`src/rtl/latch_write_sequencer_if.sv`:
```
// Handshake and latch-side signals of the latch write sequencer.
// The master drives words and latch readback; the slave is the sequencer.
interface latch_write_sequencer_if #(
  parameter int WIDTH = 8
);
  logic [WIDTH-1:0] DATA_IN;
  logic             VALID;
  logic             READY;
  logic             EN;
  logic             D;
  logic             Q_IN;
  logic             BUSY;
  logic             DONE;
  logic             ERR;

  modport master (
    output DATA_IN, VALID, Q_IN,
    input  READY, EN, D, BUSY, DONE, ERR
  );

  modport slave (
    input  DATA_IN, VALID, Q_IN,
    output READY, EN, D, BUSY, DONE, ERR
  );
endinterface

```
`src/rtl/latch_write_sequencer.sv`:
```
// Serialises a parallel word MSB-first into a downstream D latch using a
// SETUP/STROBE/HOLD pattern per bit, and checks each bit via latch readback.
module latch_write_sequencer #(
  parameter int WIDTH = 8
) (
  input logic                    CLK,
  input logic                    RST_N,
  latch_write_sequencer_if.slave bus
);
  localparam logic [2:0] IDLE   = 3'd0;
  localparam logic [2:0] SETUP  = 3'd1;
  localparam logic [2:0] STROBE = 3'd2;
  localparam logic [2:0] HOLD   = 3'd3;
  localparam logic [2:0] FIN    = 3'd4;
  localparam int         IW     = (WIDTH > 1) ? $clog2(WIDTH) : 1;

  logic [2:0]       state_q, state_d;
  logic [WIDTH-1:0] shadow_q, shadow_d;
  logic [IW-1:0]    idx_q, idx_d;
  logic             en_q, en_d;
  logic             d_q, d_d;
  logic             busy_q, busy_d;
  logic             done_q, done_d;
  logic             err_q, err_d;
  logic             ready_q, ready_d;

  always_comb begin
    state_d  = state_q;
    shadow_d = shadow_q;
    idx_d    = idx_q;
    err_d    = err_q;
    d_d      = d_q;
    case (state_q)
      IDLE: begin
        if (bus.VALID) begin
          shadow_d = bus.DATA_IN;
          err_d    = 1'b0;
          idx_d    = IW'(WIDTH - 1);
          state_d  = SETUP;
        end
      end
      SETUP:  state_d = STROBE;
      STROBE: state_d = HOLD;
      HOLD: begin
        if (bus.Q_IN != shadow_q[idx_q]) err_d = 1'b1;
        if (idx_q == '0) begin
          state_d = FIN;
        end else begin
          idx_d   = idx_q - 1'b1;
          state_d = SETUP;
        end
      end
      FIN:     state_d = IDLE;
      default: state_d = IDLE;
    endcase

    // Outputs are decoded from the next state so they register in step with it.
    if (state_d == SETUP) d_d = shadow_d[idx_d];
    en_d    = (state_d == STROBE);
    busy_d  = (state_d != IDLE);
    ready_d = (state_d == IDLE);
    done_d  = (state_d == FIN);
  end

  always_ff @(posedge CLK) begin
    if (!RST_N) begin
      state_q  <= IDLE;
      shadow_q <= '0;
      idx_q    <= '0;
      en_q     <= 1'b0;
      d_q      <= 1'b0;
      busy_q   <= 1'b0;
      done_q   <= 1'b0;
      err_q    <= 1'b0;
      ready_q  <= 1'b1;
    end else begin
      state_q  <= state_d;
      shadow_q <= shadow_d;
      idx_q    <= idx_d;
      en_q     <= en_d;
      d_q      <= d_d;
      busy_q   <= busy_d;
      done_q   <= done_d;
      err_q    <= err_d;
      ready_q  <= ready_d;
    end
  end

  assign bus.READY = ready_q;
  assign bus.EN    = en_q;
  assign bus.D     = d_q;
  assign bus.BUSY  = busy_q;
  assign bus.DONE  = done_q;
  assign bus.ERR   = err_q;
endmodule

```
`src/flat_wrapper.sv`:
```
// flat-port wrapper written by rule: the top's interface ports become plain ports
module latch_write_sequencer_flat 
#(
  parameter int WIDTH = 8
)
  (CLK, RST_N, bus_DATA_IN, bus_VALID, bus_Q_IN, bus_READY, bus_EN, bus_D, bus_BUSY, bus_DONE, bus_ERR);
  latch_write_sequencer_if #(.WIDTH(WIDTH)) bus_i ();
  input logic CLK;
  input logic RST_N;
  input wire logic [$bits(bus_i.DATA_IN)-1:0] bus_DATA_IN;
  input wire logic [$bits(bus_i.VALID)-1:0] bus_VALID;
  input wire logic [$bits(bus_i.Q_IN)-1:0] bus_Q_IN;
  output wire logic [$bits(bus_i.READY)-1:0] bus_READY;
  output wire logic [$bits(bus_i.EN)-1:0] bus_EN;
  output wire logic [$bits(bus_i.D)-1:0] bus_D;
  output wire logic [$bits(bus_i.BUSY)-1:0] bus_BUSY;
  output wire logic [$bits(bus_i.DONE)-1:0] bus_DONE;
  output wire logic [$bits(bus_i.ERR)-1:0] bus_ERR;
  assign bus_i.DATA_IN = bus_DATA_IN;
  assign bus_i.VALID = bus_VALID;
  assign bus_i.Q_IN = bus_Q_IN;
  assign bus_READY = bus_i.READY;
  assign bus_EN = bus_i.EN;
  assign bus_D = bus_i.D;
  assign bus_BUSY = bus_i.BUSY;
  assign bus_DONE = bus_i.DONE;
  assign bus_ERR = bus_i.ERR;
  latch_write_sequencer #(.WIDTH(WIDTH)) u_core (.CLK(CLK), .RST_N(RST_N), .bus(bus_i));
endmodule
```
`config.mk`:
```
export PLATFORM = sky130hd
export DESIGN_NAME = latch_write_sequencer_flat
export DESIGN_NICKNAME = d
export VERILOG_FILES = /design/src/rtl/latch_write_sequencer_if.sv /design/src/rtl/latch_write_sequencer.sv /design/src/flat_wrapper.sv
export SDC_FILE = /design/constraint.sdc
export NUM_CORES = 1
export LEC_CHECK = 0
export CAP_MARGIN = 20
export CORE_UTILIZATION = 43
export CTS_CLUSTER_DIAMETER = 100
export CTS_CLUSTER_SIZE = 24
export DETAILED_ROUTE_END_ITERATION = 7
export DONT_BUFFER_PORTS = 1
export PLACE_DENSITY_LB_ADDON = 0.05
export SETUP_SLACK_MARGIN = 0.02
export SLEW_MARGIN = 10
export SYNTH_ARGS = -nofsm -noshare
export SYNTH_HDL_FRONTEND = slang
export SYNTH_SLANG_ARGS = --single-unit
```
`constraint.sdc`:
```
create_clock -name CLK -period 5.15 [get_ports CLK]
set_input_delay 0.2575 -clock CLK [delete_from_list [all_inputs] [get_ports CLK]]
set_output_delay 0.2575 -clock CLK [all_outputs]
set_load 0.02 [all_outputs]
```
== Yosys cells after proc, flatten, opt, wreduce, memory -nomap -nowiden ==
Cells that the tools add are included.

* Memories kept: 0
* Flip-flop bits (word level): 20
* Latch bits: 0
* Output and inout bits: 6
* Bits in writable memories: 0
* Word-level logic and storage cells: 42
* Bits in read-only memories: 0
* Input bits: 12

* $add $sub $neg: 1
* Equality and inequality tests: 9
* Bitwise gates (word level): 0
* Shifts and indexed selects: 0
* Multiplexer cells: 15
* Multipliers: 0
* Magnitude comparators: 2
* Divide/modulo/power cells: 0
* Reductions and logical operators: 6

{| class="wikitable"
|+ Operator list
! cell !! number
|-
| $mux W8 || 2
|-
| $mux W3 || 4
|-
| $pmux W3 S4 || 1
|-
| $eq A3 B2 Y1 const B || 3
|-
| $logic_not A3 Y1 || 3
|-
| $lt A3 B4 Y1 const B || 2
|-
| $bmux W1 S3 || 2
|-
| $eq A3 B1 Y1 const B || 2
|-
| $pmux W3 S2 || 1
|-
| $mux W1 || 4
|-
| $eq A3 B3 Y1 const B || 1
|-
| $reduce_and A3 Y1 || 1
|-
| $reduce_bool A3 Y1 || 1
|-
| $sub A3 B1 Y3 const B || 1
|-
| $ne A2 B1 Y1 const B || 1
|-
| $ne A2 B2 Y1 const B || 1
|-
| $pmux W1 S2 || 1
|-
| $reduce_bool A2 Y1 || 1
|-
| $ne A1 B1 Y1 || 1
|}

== Logic depth before layout (Yosys ltp) ==
Gate-level depths: netlist of the first run.

* Depth in word-level cells: 5
* Mapped depth: 8
* Depth with buffers taken out: 7

== Worst setup path after synthesis of the first run ==
OpenSTA, ideal clock, no wires.

* Path kind: reg-to-reg
* Start point: reg u_core.idx_q[0]
* End point: reg u_core.d_q, in the netlist u_core.bus.D
* Clock period less this slack: 1.900 ns
* Required time: 5.029 ns
* Path slack: 3.250 ns
* Setup time: 0.121 ns
* Path buffers: 1
* Cell stages (with the launch flop): 9
* Arrival time: 1.779 ns
* Path through: dfxtp_1 buf_2 inv_1 ha_1 nand2b_1 a31oi_1 or4_1 a21oi_1 nor3_1

* Word-level cells in the longest chain between the ends: 5
* Elaborated cells on any way between the ends: 10
* Those cells by class: add/sub: 1; eq/ne: 1; mux: 7; reduce/logical: 1

{| class="wikitable"
|+ RTL lines
! item !! line !! source
|-
| from (decl) || latch_write_sequencer.sv:19 || <nowiki>logic [IW-1:0] idx_q, idx_d;</nowiki>
|-
| from (signal assigned) || latch_write_sequencer.sv:79 || <nowiki>idx_q <= idx_d;</nowiki>
|-
| $sub A3 B1 Y3 or $logic_not A3 Y1 (tied branches) || latch_write_sequencer.sv:49, latch_write_sequencer.sv:46 ||
|-
| $mux W3 || latch_write_sequencer.sv:46 || <nowiki>if (idx_q == '0) begin</nowiki>
|-
| $pmux W3 S2 || latch_write_sequencer.sv:33 || <nowiki>case (state_q)</nowiki>
|-
| $bmux W1 S3 || latch_write_sequencer.sv:58 || <nowiki>if (state_d == SETUP) d_d = shadow_d[idx_d];</nowiki>
|-
| $mux W1 (not written as such) || latch_write_sequencer.sv:58 ||
|-
| to (signal assigned) || latch_write_sequencer.sv:71 || <nowiki>d_q <= 1'b0;</nowiki>
|-
| to (signal assigned) || latch_write_sequencer.sv:81 || <nowiki>d_q <= d_d;</nowiki>
|-
| to (decl) || latch_write_sequencer.sv:21 || <nowiki>logic d_q, d_d;</nowiki>
|}

Parallel ways exist; a longest one is shown, timed or not. The select of a mux whose other input is x is not followed.
A chain may end at the register's enable or synchronous reset.

== Final worst setup path of the first run ==
Ends and elaborated chain as after synthesis.

==> results.txt, run 1 <==
----------------------------------------------------
[Logic synthesis]
  Cell taking the most area after synthesis ... sky130_fd_sc_hd__dfxtp_1
  Top-area cell type share of the netlist area ... 38.19%
  Gate count after technology mapping ... 122
  Part of the Yosys area used for sequential elements ... 38.19%
  Most used flip-flop cell after synthesis ... sky130_fd_sc_hd__dfxtp_1
  Number of synthesized flops with an enable pin ... 0
  Yosys synthesis warning count ... 0
  Top cells by area in the synthesized netlist ... sky130_fd_sc_hd__dfxtp_1 38%, sky130_fd_sc_hd__nand2_1 8.6%, sky130_fd_sc_hd__a21boi_0 7.9%, sky130_fd_sc_hd__mux4_2 4.3%, sky130_fd_sc_hd__nand2b_1 3.6%
  Cell area after technology mapping ... 1049 sq um
  Async set-or-reset flop fraction in the synthesized netlist ... 0%
  Total of flip-flops plus latches after synthesis ... 20
  Post-synthesis average cell area ... 8.594 sq um
  Count of different cell masters after synthesis ... 37
  Net count after synthesis ... 136

[STA]
  Fmax ... 467.8 MHz
  Headroom to the max-slew limit ... 67.31%
  Final count of hold timing violations ... 0
  RSZ-0062 raised after global routing ... false
  Total count of max-transition violations in the final report ... 0
  Time the worst path needs with I/O delays and setup ... 2.137 ns
  Part of the cycle the worst path needs ... 41.50%
  Slew at the pin closest to its max-slew limit ... 0.4893 ns
  Sum of negative setup slack ... 0 ns
  Count of endpoints failing setup in the final report ... 0
  Clock tree skew after final layout ... 0.002495 ns

[Critical path]
  Crit Reg-Reg Startpoint ... u_core.idx_q[0]$_SDFF_PN0_
  Critical Path AT ... 2.34 ns
  Critical Path Sink ... u_core.bus.D$_SDFFE_PN0N_
  Crit Path Max Fanout ... 14
  Largest stage delay on the critical path ... 0.63 ns
  Worst Path Class, Setup ... flip-flop to flip-flop
  Sequence of cells on the critical path ... inv_1 > ha_1 > nand2b_1 > a31oi_1 > or4_1 > a21oi_1 > nor3_1
  CP Launch Point ... u_core.idx_q[0]$_SDFF_PN0_
  Crit path required time ... 5.35 ns
  Endpoint of the most critical register-to-register path ... u_core.bus.D$_SDFFE_PN0N_
  Type of destination of the critical path ... flip-flop
  Slowest cell on crit path ... sky130_fd_sc_hd__dfxtp_1
  Register-to-register setup slack ... 3.01 ns
  Number of cell instances on the worst register-to-register path ... 7
  Startpoint type of the worst setup path ... flip-flop

[Place]
  Global placement routability congestion ... 0.8028
  HPWL after detailed placement ... 1523 um
  # port buffers ... 0
  Count of placed standard cells including taps ... 144

[CTS]
  Num CTS Buffers ... 3
  Clk Latency, worst-skew pair ... 0.30 ns
  CTS tree ... done
  # hold bufs at CTS ... 0
  Register clock-pin slew on the reported worst setup and hold paths ... 0.11 ns
  H-tree depth ... 1
  Worst-case clock buffer depth ... 2
  # resized after CTS ... 0
  Root Buffer ... sky130_fd_sc_hd__clkbuf_4
  CTS Sinks ... 20
  Post-CTS setup-driven buffer insertion count ... 0

[Floorplan]
  Die Span Y ... 51.38 um
  Total die area ... 2640 sq um
  Starting Density ... 46.50%
  Horizontal die dimension ... 51.38 um
  Site Rows ... 17
  Core region area ... 2255 sq um
  Top Ports ... 18

[Detailed routing]
  Post-detailed-route count of antenna-violating nets ... 0
  Wire length reported by the detailed router ... 2155 um
  Detailed Route Iter0 Violations ... 23
  Post-detailed-route via-to-cell ratio ... 5.858
  Routed length per instance ... 14.56 um
  DRC viols ... 0
  Detailed Routing Iterations Pass 1 ... 4
  Routed via count ... 867

[Hold path]
  Path class of the lowest-slack min-delay path ... primary input to flip-flop
  Cell depth of the worst min-delay path ... 1
  Source of the worst hold timing path ... RST_N

[Run]
  # Max-Cap Violations ... 0

[Final layout]
  Number of antenna diodes ... 0
  Number of nets in the layout ... 135
  Count of fill cells added during filler insertion ... 241
  Seq. cell area ... 400.4 sq um
  Share of final-layout standard cells stronger than drive strength 1 ... 5.833%
  Commonest cells after routing, fill and taps aside ... 24 x sky130_fd_sc_hd__nand2_1, 20 x sky130_fd_sc_hd__dfxtp_1, 11 x sky130_fd_sc_hd__a21boi_0, 6 x sky130_fd_sc_hd__nand2b_1
  Multi-input logic area ... 581.8 sq um
  Area added between synthesis and finish ... 2.984%
  Most common library cell in the layout ignoring fill and taps ... sky130_fd_sc_hd__nand2_1
  Count of placed standard cells in the final layout, fillers left out ... 148

[GRT]
  Maximum number of pins on one net before global-route repair ... 18
  Vias in the first global route ... 857
  Gr ovfl total ... 0
  Initial antenna violation count ... 0
  GR Util All Layers ... 19.64%
  First-pass GRT wire length ... 3843 um

[Status]
  Result of the run ... finished, final reports clean

[Power]
  Static power due to leakage ... 0.4029 nW
  Power density cells ... 327.6 nW/um^2
  Worst-case vdd ir drop ... 0.1794 mV

----------------------------------------------------
[kinds of logic after synthesis]
kind of cell | share of synthesized area, %
AND/OR/NAND/NOR | 24.46
AO/OA/AOI/OAI | 18.98
flip-flops | 38.19
buffers and inverters | 6.325
multiplexers | 7.160
XOR/XNOR | 2.506
adder cells (fa/ha/maj) | 2.386
[metrics by stage]
stage / hold WS (ns) / util (%) / total power [W] / area [sq um] / setup slack, ns
after floorplan: 0.4024 / - / 0.0002528 / 1049 / 3.250
after global placement: 0.3828 / 46.28 / 0.0002640 / 1044 / 3.106
after detailed placement: 0.3812 / 46.28 / 0.0002652 / 1044 / 3.055
after CTS: 0.04535 / 47.89 / 0.0003585 / 1080 / 3.041
after global routing: 0.04013 / 47.89 / 0.0003769 / 1080 / 2.832
final: 0.06011 / 47.89 / 0.0003537 / 1080 / 3.013
[worst max-delay path, delay by kind of cell, from the launching register on]
| kind | cells | cell delay, ns |
|---|---|---|
| AO/OA/AOI/OAI | 2 | 0.25 |
| adder cells (fa/ha/maj) | 1 | 0.25 |
| buffers and inverters | 1 | 0.16 |
| AND/OR/NAND/NOR | 3 | 0.75 |
| flip-flops | 1 | 0.63 |
[report_power, final]
group          switching (W)  total (W)  internal (W)
clock network      0.0000484  0.0000916     0.0000432
logic              0.0000376  0.0000697     0.0000321
registers          0.0000234   0.000192      0.000169
total               0.000109   0.000354      0.000244
[synthesized netlist by cell type, drive strengths merged (3+ instances only)]
cell and number:
a21boi 11, buf 5, dfxtp 20, nor2 5, nand2 24, nand2b 6, inv 5, xnor2 3
mux2i 3, nor3 5, a21oi 4
[layout make-up]
class	count	area share [%]
Clock buffer	4	3.360
Sequential cell	20	37.08
Timing Repair Buffer	1	0.6952
Multi-Input combinational cell	90	53.88
Tap cell	28	3.244
Inverter	5	1.738
[layer usage]
metal | track usage (%) | part of all wire, % | vias up | routed length (um)
li1 | - | - | 423 | -
met1 | 22.83 | 44 | 409 | 948
met2 | 32.03 | 48 | 28 | 1034
met3 | 6.250 | 5.5 | 7 | 119
met4 | 9.910 | 2.5 | 0 | 53
met5 | 0 | 0 | - | 0
[flip-flops by register name, indices dropped and copies added (netlist names)]
| register | cells |
|---|---|
| u_core.shadow_q | 8 |
| u_core.idx_q | 3 |
| u_core.state_q | 3 |
| u_core.bus.BUSY | 1 |
| u_core.bus.D | 1 |
| u_core.bus.DONE | 1 |
| u_core.bus.EN | 1 |
| u_core.bus.ERR | 1 |
| u_core.bus.READY | 1 |
[worst min-delay path by stage]
stage | end | slack [ns]
finish | u_core.state_q[0]$_SDFF_PN0_ | 0.06
global route | u_core.state_q[0]$_SDFF_PN0_ | 0.04
CTS | u_core.state_q[0]$_SDFF_PN0_ | 0.05
detailed placement | u_core.state_q[0]$_SDFF_PN0_ | 0.38
global placement | u_core.state_q[0]$_SDFF_PN0_ | 0.38
floorplan | u_core.shadow_q[0]$_SDFF_PN0_ | 0.40
Power figures use the tool's default switching activity.
==> run 2: changes to the inputs <==
==> constraint.sdc (replaced) <==
create_clock -name CLK -period 1.8 [get_ports CLK]
set_input_delay 0.09 -clock CLK [delete_from_list [all_inputs] [get_ports CLK]]
set_output_delay 0.09 -clock CLK [all_outputs]
set_load 0.02 [all_outputs]
==> run 2 against run 1 <==
Against the previous run: worst setup slack got worse by 2.9 ns; sequential power rose to 2.8 times the previous value; sequential cell count unchanged; highest routed layer unchanged; sequential share of layout area decreased by 4.9 points; critical path depth down 2; maximum frequency increased by 27%; largest cell class unchanged.
==> results.txt, run 2 (synthesis results as in run 1) <==
----------------------------------------------------
[Floorplan]
  Top Ports ... 18 (unchanged)
  Site Rows ... 17 (unchanged)
  Die Span Y ... 51.38 um (unchanged)
  Starting Density ... 46.50% (unchanged)
  Total die area ... 2640 sq um (unchanged)
  Horizontal die dimension ... 51.38 um (unchanged)
  Core region area ... 2255 sq um (unchanged)

[Detailed routing]
  Routed via count ... 880 (+1.5%)
  DRC viols ... 0 (unchanged)
  Post-detailed-route via-to-cell ratio ... 5.333 (-9.0%)
  Routed length per instance ... 14.33 um (-1.6%)
  Wire length reported by the detailed router ... 2364 um (+9.7%)
  Detailed Routing Iterations Pass 1 ... 2 (-2)
  Post-detailed-route count of antenna-violating nets ... 0 (unchanged)
  Detailed Route Iter0 Violations ... 10 (-57%)

[Hold path]
  Source of the worst hold timing path ... bus_Q_IN
  Path class of the lowest-slack min-delay path ... primary input to flip-flop

[CTS]
  CTS tree ... done
  Root Buffer ... sky130_fd_sc_hd__clkbuf_4
  Num CTS Buffers ... 3 (unchanged)
  CTS Sinks ... 20 (unchanged)
  Worst-case clock buffer depth ... 2 (unchanged)
  Post-CTS setup-driven buffer insertion count ... 0 (unchanged)
  Clk Latency, worst-skew pair ... 0.31 ns (about the same)
  Register clock-pin slew on the reported worst setup and hold paths ... 0.11 ns (about the same)
  H-tree depth ... 1 (unchanged)

[Critical path]
  Startpoint type of the worst setup path ... flip-flop
  Slowest cell on crit path ... sky130_fd_sc_hd__or4_1
  CP Launch Point ... u_core.state_q[2]$_SDFF_PN0_
  Crit Reg-Reg Startpoint ... u_core.state_q[2]$_SDFF_PN0_
  Worst Path Class, Setup ... flip-flop to flip-flop
  Critical Path AT ... 1.88 ns (-0.46 ns)
  Crit Path Max Fanout ... 7 (-7)
  Crit path required time ... 2.00 ns (-3.35 ns)
  Largest stage delay on the critical path ... 0.53 ns (-0.10 ns)
  Type of destination of the critical path ... flip-flop
  Sequence of cells on the critical path ... and3b_1 > and4_1 > or4_1 > a21oi_2 > nor3_1

[GRT]
  Gr ovfl total ... 0 (unchanged)
  First-pass GRT wire length ... 3905 um (+1.6%)
  Initial antenna violation count ... 0 (unchanged)
  Vias in the first global route ... 833 (-2.8%)
  Maximum number of pins on one net before global-route repair ... 18 (unchanged)
  GR Util All Layers ... 20.55% (+0.91 points)

[Power]
  Power density cells ... 835.9 nW/um^2 (+160%)
  Sequential group share of total power ... 50.7% (-3.7 points)
  Power Internal ... 0.0007140 W (+190%)
  Worst-case vdd ir drop ... 0.5794 mV (+220%)
  Part of the total power dissipated in the clock network ... 20.5% (-5.4 points)
  Switching fraction of total power ... 32.07% (+1.2 points)
  Static power due to leakage ... 0.4764 nW (+18%)
  Net Sw Power ... 0.0003370 W (+210%)
  Combinational share of power ... 28.7% (+9.0 points)

[Place]
  HPWL after detailed placement ... 1619 um (+6.3%)
  # port buffers ... 0 (unchanged)
  Placement Cell Area ... 1105 sq um (+5.9%)
  Global placement routability congestion ... 0.8146 (+1.5%)

[STA]
  Slew at the pin closest to its max-slew limit ... 0.5044 ns (+0.01509 ns)
  Time the worst path needs with I/O delays and setup ... 1.684 ns (-0.4539 ns)
  Sum of negative setup slack ... 0 ns (unchanged)
  Headroom to the max-slew limit ... 66.26% (-1.1 points)
  Fmax ... 594.0 MHz (+27%)
  RSZ-0062 raised after global routing ... false
  Part of the cycle the worst path needs ... 93.53% (+52 points)
  Count of endpoints failing setup in the final report ... 0 (unchanged)
  Total count of max-transition violations in the final report ... 0 (unchanged)
  Clock tree skew after final layout ... 0.007961 ns (+0.005466 ns)
  Final count of hold timing violations ... 0 (unchanged)

[Final layout]
  Count of fill cells added during filler insertion ... 230 (-4.6%)
  Register with the most flip-flops ... u_core.shadow_q
  Final Instance Area ... 1257 sq um (+16%)
  Top flop regs ... u_core.shadow_q (8), u_core.idx_q (3), u_core.state_q (3)
  Number of flip-flops under the largest register name ... 8 (unchanged)
  Number of nets in the layout ... 153 (+13%)
  Commonest cells after routing, fill and taps aside ... 24 x sky130_fd_sc_hd__nand2_1, 17 x sky130_fd_sc_hd__dfxtp_1, 11 x sky130_fd_sc_hd__a21boi_0, 10 x sky130_fd_sc_hd__dlygate4sd3_1, 9 x sky130_fd_sc_hd__buf_4
  Share of final-layout standard cells stronger than drive strength 1 ... 16.79% (+11 points)
  Number of antenna diodes ... 0 (unchanged)
  Area added between synthesis and finish ... 19.93%
  Most common library cell in the layout ignoring fill and taps ... sky130_fd_sc_hd__nand2_1

[Run]
  # Max-Cap Violations ... 0 (unchanged)

[Status]
  Result of the run ... finished, final reports clean

----------------------------------------------------
## run 2: cell types whose count changed in the layout (fill, tap and decap cells not counted), sizes merged
cell / previous run / this run
clkbuf: 4 / 3
buf: 1 / 9
dlygate4sd3: 0 / 10
## run 2: cell type report
cell class	instances	area, sq um	area share (%)
Multi-Input combinational cell	90	609.3	48.46
Sequential cell	20	404.1	32.14
Timing Repair Buffer	19	167.7	13.33
Tap cell	28	35.03	2.786
Clock buffer	3	22.52	1.791
Inverter	5	18.77	1.493
## run 2: worst max-delay path: cells and delay by family (launching register included)
kind / cells / cell delay [ns]
DFF: 1 / 0.40
and+or+nand+nor: 4 / 1.05
AOI/OAI and AO/OA: 1 / 0.13
## run 2: worst paths after layout
path / endpoint / slack (ns) / cells after the start
worst max-delay path: u_core.bus.D$_SDFFE_PN0N_ / 0.12 / 5
worst min-delay path: u_core.bus.ERR$_SDFFE_PN0P_ / 0.06 / 3
worst max register to register: u_core.bus.D$_SDFFE_PN0N_ / 0.12 / 5
worst min register to register: u_core.shadow_q[1]$_SDFF_PN0_ / 0.50 / 2
## run 2: repair_timing
item | CTS | global route
setup endpoints to repair | 0 | 1
gates resized for setup | 0 | 9
hold endpoints to repair | 19 | 0
hold buffers | 10 | 0
## run 2: routing by layer
metal | track usage (%) | routed length (um) | vias to the layer above
li1 | - | - | 457
met1 | 25.50 | 1149 | 401
met2 | 32.47 | 1078 | 15
met3 | 4.762 | 85 | 7
met4 | 11.26 | 50 | 0
met5 | 0 | 0 | -
## run 2: power by group through the flow
stage,Sequential (W),Clock [W],Combinational [W]
finish,0.000533,0.000216,0.000302
global placement,0.000540,0,0.000253
floorplan,0.000533,0,0.000195
global route,0.000539,0.000239,0.000332
CTS,0.000530,0.000218,0.000279
detailed placement,0.000540,0,0.000255
## run 2: through the flow
stage                     total power, W  hold WS [ns]  util, %  std cells  worst slack (ns)
after floorplan                0.0007282        0.2349        -        122           0.02447
after global placement         0.0007938        0.2130    49.00        152           0.08166
after detailed placement       0.0007953        0.2221    49.00        152           0.05579
after CTS                       0.001027       0.06026    54.44        165           0.03560
after global routing            0.001109       0.05297    55.77        165           0.04053
final                           0.001051       0.06137    55.77        165            0.1164
==> run 3: changes to the inputs <==
--- a/config.mk
+++ b/config.mk
@@ -7,6 +7,7 @@
 export LEC_CHECK = 0
 export CAP_MARGIN = 20
 export CORE_UTILIZATION = 43
+export CTS_BUF_LIST = sky130_fd_sc_hd__clkbuf_8
 export CTS_CLUSTER_DIAMETER = 100
 export CTS_CLUSTER_SIZE = 24
 export DETAILED_ROUTE_END_ITERATION = 7
==> run 3 against run 2 <==
Against the previous run: worst setup slack better by 0.0072 ns; core utilization rose by 0.39 points; hold slack got worse by 0.055 ns; maximum frequency rose by 0.43%; wire length increased by 1.8%; first-iteration DRC count rose by 10%; critical path type unchanged.
==> results.txt, run 3 (synthesis results as in run 1) <==
----------------------------------------------------
[Status]
  Result of the run ... finished, final reports clean

[Critical path]
  Worst Path Class, Setup ... flip-flop to flip-flop
  Largest stage delay on the critical path ... 0.53 ns (about the same)
  Register-to-register setup slack ... 0.12 ns (about the same)
  Number of cell instances on the worst register-to-register path ... 5 (unchanged)
  Crit path required time ... 1.94 ns (-0.06 ns)
  Sequence of cells on the critical path ... and3b_1 > and4_1 > or4_1 > a21oi_2 > nor3_1
  Type of destination of the critical path ... flip-flop
  Crit Reg-Reg Startpoint ... u_core.state_q[2]$_SDFF_PN0_
  Slowest cell on crit path ... sky130_fd_sc_hd__or4_1
  Startpoint type of the worst setup path ... flip-flop
  Crit Path Max Fanout ... 7 (unchanged)
  Endpoint of the most critical register-to-register path ... u_core.bus.D$_SDFFE_PN0N_
  Critical Path AT ... 1.82 ns (-0.06 ns)

[STA]
  Part of the cycle the worst path needs ... 93.14% (-0.40 points)
  Slew at the pin closest to its max-slew limit ... 0.5227 ns (+0.01828 ns)
  Fmax ... 596.5 MHz (+0.43%)
  Count of endpoints failing setup in the final report ... 0 (unchanged)
  Final count of hold timing violations ... 0 (unchanged)
  RSZ-0062 raised after global routing ... false
  Sum of negative setup slack ... 0 ns (unchanged)
  Headroom to the max-slew limit ... 65.04% (-1.2 points)
  Time the worst path needs with I/O delays and setup ... 1.676 ns (-0.007150 ns)
  Clock tree skew after final layout ... 0.007776 ns (-0.0001848 ns)
  Total count of max-transition violations in the final report ... 0 (unchanged)

[Final layout]
  Share of final-layout standard cells stronger than drive strength 1 ... 16.91% (+0.12 points)
  Number of nets in the layout ... 152 (-0.65%)
  Area added between synthesis and finish ... 20.76%
  Commonest cells after routing, fill and taps aside ... 24 x sky130_fd_sc_hd__nand2_1, 17 x sky130_fd_sc_hd__dfxtp_1, 11 x sky130_fd_sc_hd__a21boi_0, 9 x sky130_fd_sc_hd__dlygate4sd3_1, 9 x sky130_fd_sc_hd__buf_4
  Top flop regs ... u_core.shadow_q (8), u_core.idx_q (3), u_core.state_q (3)
  Count of placed standard cells in the final layout, fillers left out ... 164 (-0.61%)
  Number of antenna diodes ... 0 (unchanged)
  Seq. cell area ... 404.1 sq um (unchanged)
  Final design utilization ... 56.16% (+0.39 points)
  Number of flip-flops under the largest register name ... 8 (unchanged)
  Register with the most flip-flops ... u_core.shadow_q
  Multi-input logic area ... 609.3 sq um (unchanged)
  Most common library cell in the layout ignoring fill and taps ... sky130_fd_sc_hd__nand2_1
  Count of fill cells added during filler insertion ... 229 (-0.43%)
  Final Instance Area ... 1266 sq um (+0.70%)

[Run]
  # Max-Cap Violations ... 0 (unchanged)

[CTS]
  Root Buffer ... sky130_fd_sc_hd__clkbuf_8
  Clk Latency, worst-skew pair ... 0.26 ns (-0.05 ns)
  H-tree depth ... 1 (unchanged)
  CTS Sinks ... 20 (unchanged)
  CTS tree ... done
  Worst-case clock buffer depth ... 2 (unchanged)
  Register clock-pin slew on the reported worst setup and hold paths ... 0.07 ns (-0.04 ns)
  Post-CTS setup-driven buffer insertion count ... 0 (unchanged)
  Num CTS Buffers ... 3 (unchanged)

[GRT]
  Gr ovfl total ... 0 (unchanged)
  First-pass GRT wire length ... 3967 um (+1.6%)
  GR Util All Layers ... 21.48% (+0.93 points)
  Vias in the first global route ... 837 (+0.48%)
  Initial antenna violation count ... 0 (unchanged)
  Maximum number of pins on one net before global-route repair ... 17 (-1)

[Detailed routing]
  DRC viols ... 0 (unchanged)
  Routed via count ... 881 (+0.11%)
  Post-detailed-route via-to-cell ratio ... 5.372 (+0.72%)
  Detailed Route Iter0 Violations ... 11 (+1)
  Post-detailed-route count of antenna-violating nets ... 0 (unchanged)
  Routed length per instance ... 14.68 um (+2.4%)
  Detailed Routing Iterations Pass 1 ... 4 (+2)
  Wire length reported by the detailed router ... 2407 um (+1.8%)

[Place]
  Global placement routability congestion ... 0.8146 (unchanged)
  Count of placed standard cells including taps ... 152 (unchanged)
  HPWL after detailed placement ... 1619 um (unchanged)
  Placement Cell Area ... 1105 sq um (unchanged)
  # port buffers ... 0 (unchanged)

[Floorplan]
  Horizontal die dimension ... 51.38 um (unchanged)
  Starting Density ... 46.50% (unchanged)
  Total die area ... 2640 sq um (unchanged)
  Site Rows ... 17 (unchanged)
  Core region area ... 2255 sq um (unchanged)
  Top Ports ... 18 (unchanged)
  Die Span Y ... 51.38 um (unchanged)

[Power]
  Power density cells ... 890.2 nW/um^2 (+6.5%)
  Overall power consumption ... 0.001127 W (+7.2%)
  Worst-case vdd ir drop ... 0.6036 mV (+4.2%)
  Static power due to leakage ... 0.4799 nW (+0.75%)

[Hold path]
  Worst hold path endpoint ... u_core.bus.BUSY$_SDFF_PN0_
  Cell depth of the worst min-delay path ... 2 (-1)
  Source of the worst hold timing path ... bus_VALID
  Path class of the lowest-slack min-delay path ... primary input to flip-flop

----------------------------------------------------
## run 3: through the flow
stage                     hold slack (ns)  worst slack [ns]
after global routing              0.01642           0.05175
after floorplan                    0.2349           0.02447
after detailed placement           0.2221           0.05579
final                            0.006001            0.1236
after CTS                        0.008663           0.04394
after global placement             0.2130           0.08166
## run 3: cell type report
| class | count | area share (%) |
|---|---|---|
| Inverter | 5 | 1.482 |
| Sequential cell | 20 | 31.92 |
| Tap cell | 28 | 2.767 |
| Multi-Input combinational cell | 90 | 48.12 |
| Clock buffer | 3 | 3.261 |
| Timing Repair Buffer | 18 | 12.45 |
## run 3: worst max-delay path by stage
stage / startpoint / depth (start not counted) / endpoint / slack (ns)
final: u_core.state_q[2]$_SDFF_PN0_ / 5 / u_core.bus.D$_SDFFE_PN0N_ / 0.12
after global routing: u_core.idx_q[1]$_SDFF_PN0_ / 7 / u_core.bus.D$_SDFFE_PN0N_ / 0.05
after CTS: u_core.idx_q[1]$_SDFF_PN0_ / 7 / u_core.bus.D$_SDFFE_PN0N_ / 0.04
after detailed placement: u_core.idx_q[1]$_SDFF_PN0_ / 7 / u_core.bus.D$_SDFFE_PN0N_ / 0.06
after global placement: u_core.idx_q[1]$_SDFF_PN0_ / 7 / u_core.bus.D$_SDFFE_PN0N_ / 0.08
after floorplan: u_core.idx_q[0]$_SDFF_PN0_ / 8 / u_core.bus.D$_SDFFE_PN0N_ / 0.02
## run 3: what timing repair did
| action | in CTS | in global routing |
|---|---|---|
| setup endpoints to repair | 0 | 1 |
| hold buffers | 9 | 0 |
| resized for setup | 0 | 9 |
| hold endpoints to repair | 16 | 0 |
## run 3: per-layer routing
layer | up-vias | GRT usage [%] | share of wire [%]
met5 | - | 0 | 0
met4 | 0 | 13.96 | 3.1
met1 | 398 | 26.41 | 48
met3 | 8 | 7.440 | 5.7
met2 | 20 | 31.39 | 43
li1 | 455 | - | -
## run 3: where the power goes
group	internal, W	leakage [nW]	total, W	switching, W
Combinational	0.000149	0.293	0.000301	0.000152
Clock	0.000149	0.0216	0.000293	0.000144
Sequential	0.000485	0.166	0.000533	0.0000481
## run 3: worst max-delay path, delay by kind of cell (launching register included)
family / cells / cell delay [ns]
AO/OA/AOI/OAI: 1 / 0.13
AND/OR/NAND/NOR: 4 / 1.05
flip-flops: 1 / 0.38
